### src/rtl/sp_ram_arb_pkg.sv
// -----------------------------------------------------------------------------
// sp_ram_arb_pkg
// Shared types, constants and the round-robin pick function for the
// single-port RAM arbiter (sp_ram_arbiter) and its arbiter core (rr_arbiter).
// No ports: package only.
// -----------------------------------------------------------------------------
package sp_ram_arb_pkg;

   localparam int RAM_DATA_W = 64;
   localparam int RAM_BYTES  = 8;
   localparam int MAX_PORTS  = 8;
   localparam int IDX_W      = 3;
   localparam int ADDR_W_DEF = 10;

   // One RAM command at the default address width.
   typedef struct packed {
      logic                  we;
      logic [RAM_BYTES-1:0]  ben;
      logic [ADDR_W_DEF-1:0] addr;
      logic [RAM_DATA_W-1:0] wdata;
   } ram_req_t;

   // One entry of the response pipeline: an access was issued, and by whom.
   typedef struct packed {
      logic             vld;
      logic [IDX_W-1:0] idx;
   } rsp_tag_t;

   // First requesting port at or after prio, wrapping modulo n.
   // Returns 0 when nothing requests, so idle muxes fall back to port 0.
   function automatic logic [IDX_W-1:0] rr_pick(input logic [MAX_PORTS-1:0] req,
                                                input logic [IDX_W-1:0]     prio,
                                                input int                   n);
      int               idx;
      logic [IDX_W-1:0] idx_s;
      logic             found;
      rr_pick = '0;
      found   = 1'b0;
      for (int i = 0; i < MAX_PORTS; i++) begin
         idx   = (int'(prio) + i) % n;
         idx_s = IDX_W'(idx);
         if (!found && (i < n) && req[idx_s]) begin
            rr_pick = idx_s;
            found   = 1'b1;
         end
      end
   endfunction

endpackage

### src/rtl/rr_arbiter.sv
// -----------------------------------------------------------------------------
// rr_arbiter
// N-input round-robin arbiter with a combinational grant and a registered
// priority pointer that moves to (winner+1) mod N after every grant.
// Ports:
//   Clk_CI     in  clock
//   Rst_RBI    in  synchronous active-low reset; also masks all requests
//   Req_SI     in  [N] requests
//   Gnt_SO     out [N] one-hot grant (same cycle as request)
//   Valid_SO   out any grant issued this cycle
//   Winner_DO  out index of the granted port (0 when idle)
// -----------------------------------------------------------------------------
module rr_arbiter
   import sp_ram_arb_pkg::*;
#(
   parameter int N = 2
) (
   input  logic             Clk_CI,
   input  logic             Rst_RBI,
   input  logic [N-1:0]     Req_SI,
   output logic [N-1:0]     Gnt_SO,
   output logic             Valid_SO,
   output logic [IDX_W-1:0] Winner_DO
);

   logic [IDX_W-1:0]     r_prio;
   logic [MAX_PORTS-1:0] w_req;

   // Requests are ignored while reset is held, so nothing is granted then.
   always_comb begin
      // NOTE: every always_comb output gets a default first; no path can infer a latch.
      w_req = '0;
      if (Rst_RBI) w_req[N-1:0] = Req_SI;
   end

   assign Valid_SO  = |w_req;
   assign Winner_DO = rr_pick(w_req, r_prio, N);

   for (genvar g = 0; g < N; g++) begin : g_gnt
      assign Gnt_SO[g] = Valid_SO && (Winner_DO == IDX_W'(g));
   end

   always_ff @(posedge Clk_CI) begin
      // NOTE: state uses <= so every flop samples its pre-edge inputs.
      if (!Rst_RBI)      r_prio <= '0;
      else if (Valid_SO) r_prio <= (Winner_DO == IDX_W'(N-1)) ? '0 : Winner_DO + 1'b1;
   end

endmodule

### src/rtl/sp_ram_arbiter.sv
// -----------------------------------------------------------------------------
// sp_ram_arbiter
// Shares one synchronous single-port 64-bit byte-enable RAM among N_PORTS
// requesters: round-robin grant, command mux to the RAM pins, and a
// RAM_LAT-deep tag pipeline that returns a one-hot response strobe per access.
// Ports:
//   Clk_CI, Rst_RBI           clock, synchronous active-low reset
//   Req_SI, WrEn_SI           [N] request, write(1)/read(0)
//   BEn_SI, Addr_DI, WrData_DI per-port byte enables, word address, write data
//   Gnt_SO                    [N] one-hot grant, combinational
//   RValid_SO, RData_DO       [N] one-hot response strobe, shared read data
//   RamCSel_SO .. RamWrData_DO to the RAM macro pins
//   RamRdData_DI              from the RAM read-data pins
// -----------------------------------------------------------------------------
module sp_ram_arbiter
   import sp_ram_arb_pkg::*;
#(
   parameter int N_PORTS    = 2,
   parameter int ADDR_WIDTH = 10,
   parameter int OUT_REGS   = 0
) (
   input  logic                                Clk_CI,
   input  logic                                Rst_RBI,
   input  logic [N_PORTS-1:0]                  Req_SI,
   input  logic [N_PORTS-1:0]                  WrEn_SI,
   input  logic [N_PORTS-1:0][RAM_BYTES-1:0]   BEn_SI,
   input  logic [N_PORTS-1:0][ADDR_WIDTH-1:0]  Addr_DI,
   input  logic [N_PORTS-1:0][RAM_DATA_W-1:0]  WrData_DI,
   output logic [N_PORTS-1:0]                  Gnt_SO,
   output logic [N_PORTS-1:0]                  RValid_SO,
   output logic [RAM_DATA_W-1:0]               RData_DO,
   output logic                                RamCSel_SO,
   output logic                                RamWrEn_SO,
   output logic [RAM_BYTES-1:0]                RamBEn_SO,
   output logic [ADDR_WIDTH-1:0]               RamAddr_DO,
   output logic [RAM_DATA_W-1:0]               RamWrData_DO,
   input  logic [RAM_DATA_W-1:0]               RamRdData_DI
);

   localparam int RAM_LAT = 1 + OUT_REGS;

   typedef struct packed {
      logic                  we;
      logic [RAM_BYTES-1:0]  ben;
      logic [ADDR_WIDTH-1:0] addr;
      logic [RAM_DATA_W-1:0] wdata;
   } cmd_t;

   logic             w_any;
   logic [IDX_W-1:0] w_winner;
   cmd_t             w_cmd_c [N_PORTS];
   cmd_t             w_cmd;
   rsp_tag_t         r_pipe  [RAM_LAT];
   rsp_tag_t         w_tail;

   rr_arbiter #(.N(N_PORTS)) u_arb (
      .Clk_CI    (Clk_CI),
      .Rst_RBI   (Rst_RBI),
      .Req_SI    (Req_SI),
      .Gnt_SO    (Gnt_SO),
      .Valid_SO  (w_any),
      .Winner_DO (w_winner)
   );

   // Mux chain keyed on the winner index; port 0 is the fallback, which also
   // makes it the source of address/data when nobody requests.
   assign w_cmd_c[0] = {WrEn_SI[0], BEn_SI[0], Addr_DI[0], WrData_DI[0]};
   for (genvar g = 1; g < N_PORTS; g++) begin : g_mux
      assign w_cmd_c[g] = (w_winner == IDX_W'(g)) ?
                          {WrEn_SI[g], BEn_SI[g], Addr_DI[g], WrData_DI[g]} : w_cmd_c[g-1];
   end
   assign w_cmd = w_cmd_c[N_PORTS-1];

   assign RamCSel_SO   = w_any;
   assign RamWrEn_SO   = w_any & w_cmd.we;
   assign RamBEn_SO    = w_any ? w_cmd.ben : '0;
   assign RamAddr_DO   = w_cmd.addr;
   assign RamWrData_DO = w_cmd.wdata;

   // Tag pipeline: stage 0 records this cycle's issue, the tail lines up with
   // the RAM's read data.
   always_ff @(posedge Clk_CI) begin
      // NOTE: only this small tag pipeline is reset; the RAM array never is,
      // the RAM resets its own output stage from the same reset.
      if (!Rst_RBI) r_pipe[0] <= '0;
      else          r_pipe[0] <= '{vld: w_any, idx: w_winner};
   end

   for (genvar k = 1; k < RAM_LAT; k++) begin : g_pipe
      always_ff @(posedge Clk_CI) begin
         if (!Rst_RBI) r_pipe[k] <= '0;
         else          r_pipe[k] <= r_pipe[k-1];
      end
   end

   assign w_tail = r_pipe[RAM_LAT-1];

   // Masked by reset as well, so a response due in the reset cycle is dropped.
   for (genvar g = 0; g < N_PORTS; g++) begin : g_rvld
      assign RValid_SO[g] = Rst_RBI && w_tail.vld && (w_tail.idx == IDX_W'(g));
   end

   assign RData_DO = RamRdData_DI;

`ifndef SYNTHESIS
   a_gnt_onehot : assert property (@(posedge Clk_CI) $onehot0(Gnt_SO));
   a_gnt_req    : assert property (@(posedge Clk_CI) (Gnt_SO & ~Req_SI) == '0);
   a_rvld_oh    : assert property (@(posedge Clk_CI) $onehot0(RValid_SO));
   a_out_regs   : assert property (@(posedge Clk_CI) (OUT_REGS == 0) || (OUT_REGS == 1));
   a_n_ports    : assert property (@(posedge Clk_CI) (N_PORTS >= 2) && (N_PORTS <= 8));
`endif

endmodule

### config.mk
export PLATFORM = sky130hd
export DESIGN_NAME = sp_ram_arbiter
export DESIGN_NICKNAME = d
export VERILOG_FILES = /design/src/rtl/sp_ram_arb_pkg.sv /design/src/rtl/rr_arbiter.sv /design/src/rtl/sp_ram_arbiter.sv
export SDC_FILE = /design/constraint.sdc
export NUM_CORES = 1
export LEC_CHECK = 0
export CAP_MARGIN = 20
export CORE_AREA = 5 5 149 151
export DETAILED_ROUTE_END_ITERATION = 8
export DIE_AREA = 0 0 154 156
export SETUP_SLACK_MARGIN = 0.5
export SLEW_MARGIN = 20
export SYNTH_ARGS = -nofsm -noshare
export SYNTH_HDL_FRONTEND = slang
export SYNTH_SLANG_ARGS = --single-unit
### constraint.sdc
create_clock -name Clk_CI -period 4 [get_ports Clk_CI]
set_input_delay 0.4 -clock Clk_CI [delete_from_list [all_inputs] [get_ports Clk_CI]]
set_output_delay 0.4 -clock Clk_CI [all_outputs]
set_load 0.05 [all_outputs]
==> impl_metrics.py <==
metrics = {
    "layout": {
        "area_growth_pct": 165,
        "layout-drive-gt1-share_pct": 40.8,
        "nets": 617,
        "final_common_cell": "clkdlybuf4s50_1",
        "layout_common_cells": "clkdlybuf4s50_1 (182), buf_12 (64), mux2_4 (49)",
        "finish.utilization_pct": 23.8,
        "n_antenna_cell": 0,
    },
    "timing": {
        "worstMarginPinSlew_ns": 0.583,
        "tns_ns": 0,
        "grt_setup_unrepaired": "no",
        "maxSlewHeadroom_pct": 61.1,
        "finalCritPeriodShare_pct": 74.6,
        "fin_crit_ns": 2.98,
        "hold_viol_final": 0,
        "slew_viol_final": 0,
        "fmax_ghz": 0.335,
        "setup_viol": 0,
        "skew_ns": 0.000930,
    },
    "setup_path": {
        "critPathLaunchType": "primary input",
        "cp_cell_sequence": "clkdlybuf4s50_1 > and3_4 > buf_4 > mux2_2 > buf_4",
        "crit_arrival_ns": 2.58,
        "required_ns": 3.60,
        "crit_path_end_kind": "output pin",
        "cpMaxStageDelayCell": "clkdlybuf4s50_1",
        "crit_top_cell": "buf_4",
        "crit_type": "primary input to output pin",
        "startpoint": "Rst_RBI",
        "slowest_delay_ns": 0.78,
        "r2r_start": "u_arb.r_prio[0]",
        "path_max_fanout": 37,
    },
    "logic_synthesis": {
        "synth_compound_area_share_pct": 4.25,
        "synth-simple-area-share_pct": 6.95,
        "synth-adder-area-share_pct": 0,
        "synth_area_per_cell_um2": 9.61,
        "synth.distinct_cells": 15,
        "netlist_area_um2": 1850,
        "synth_xor_area_share_pct": 0,
        "synthMuxAreaShare_pct": 54.9,
        "ys_ff_latch": 3,
        "yosysSeqAreaShare_pct": 3.24,
        "synth_top_family_by_area": "multiplexers",
        "synth_warnings": 0,
        "synthesis.nets": 427,
        "syn_inst": 193,
    },
    "status": {
        "outcome": "completed",
    },
    "floorplanning": {
        "die_w_um": 154,
        "core_um2": 20700,
        "die_h_um": 156,
        "initial_utilization_pct": 8.96,
        "io_pins": 386,
        "fp-row-count": 53,
        "die_area_um2": 24000,
    },
    "pwr": {
        "p_leak_nw": 1.98,
        "peakVddDrop_uv": 137,
        "power_density_nw_per_um2": 202,
        "power.total_mw": 0.994,
    },
    "routing": {
        "drt_iter0_markers": 38,
        "vias": 2119,
        "wl_per_cell_um": 14.1,
        "dr.pass1.iters": 3,
        "remaining_drc_errors": 0,
        "routed_wl_um": 9280,
        "ant_nets": 0,
        "via_per_inst": 3.23,
    },
    "grt": {
        "grt.total_usage_pct": 6.70,
        "grt_max_degree": 39,
        "grt-ovfl-total": 0,
        "antenna_found_initial": 0,
        "grt_pass1_vias": 2188,
        "grt_pass1_wl_um": 12800,
    },
    "place": {
        "io_buffers": 257,
        "dp_hpwl_um": 8320,
        "gp_congestion": 0.704,
    },
    "clock_network": {
        "clkSlewWorstSetupHoldPaths_ns": 0.03,
        "htreeDepth": 1,
        "cts_buffer_depth": 2,
        "clock_latency_ns": 0.22,
        "hold_buffers": 0,
        "root_buffer": "clkbuf_16",
        "numCtsBuffers": 3,
        "cts.repair.resized": 0,
        "cts.sinks": 3,
        "cts_tree": "yes",
        "cts_setup_buffers": 0,
    },
    "worst_hold_path": {
        "hp-class": "register to register",
        "min_from": "u_arb.r_prio[0]",
    },
    "job": {
        "drv_cap": 0,
    },
}
-- layout make-up --
cell class	instances	area (um^2)
timing repair buffer	260	3210
tap	275	344
sequential	3	60.1
multi-input combinational	115	1220
clock buffer	4	78.8
fill	2242	15800
-- critical path: cells and delay by family --
family	cells	cell delay, ns
buf+inv	3	1.44
mux	1	0.40
simple gates	1	0.30
-- cell families after synthesis --
kind of cell           after synthesis
DFF                                  3
muxes                               74
and+or+nand+nor                     29
buffers and inverters               75
AOI/OAI and AO/OA                   12
-- cells in the mapped netlist (all sizes together) --
cell | number | share of area, %
nand2b | 2 | 0.67
and3 | 4 | 1.6
o22ai | 9 | 3.0
nor2 | 1 | 0.20
o21a | 2 | 0.81
clkbuf | 3 | 0.61
a21boi | 1 | 0.41
mux2 | 74 | 55
nand2 | 22 | 4.5
dfxtp | 3 | 3.2
buf | 72 | 30
-- sequential cells by signal, summed over array words and instances, names as in the netlist --
signal,cells
u_arb.r_prio,1
r_pipe,2
-- where the power goes --
group	switching (mW)	internal, mW	leakage [nW]	total (mW)
sequential	0.00160	0.0321	0.0250	0.0337
clock	0.0273	0.132	0.0382	0.159
combinational	0.364	0.437	1.91	0.801
-- routing by layer --
layer | track usage (%) | vias to the layer above | wire, um
met4 | 0.505 | 0 | 17
met1 | 7.46 | 885 | 3470
met5 | 0 | - | 0
met2 | 10.3 | 249 | 4010
met3 | 5.66 | 2 | 1780
li1 | - | 983 | -
-- metrics by stage --
stage / hold WS [ns] / setup slack, ns / cells / instance area (um^2)
global route: 0.521 / 0.875 / 657 / 4920
global placement: 0.479 / 1.02 / 653 / 4840
CTS: 0.502 / 1.00 / 657 / 4920
detailed placement: 0.498 / 0.999 / 653 / 4840
floorplan: 0.464 / 1.85 / 193 / 1850
finish: 0.495 / 1.02 / 657 / 4920
-- worst paths after layout --
path	endpoint	slack (ns)	cells past startpoint
setup / recovery	RamWrData_DO[10]	1.02	5
hold / removal	u_arb.r_prio[0]	0.50	2
setup reg to reg	r_pipe[0][0]	3.21	2
hold reg to reg	u_arb.r_prio[0]	0.50	2
Power figures use the tool's default switching activity.
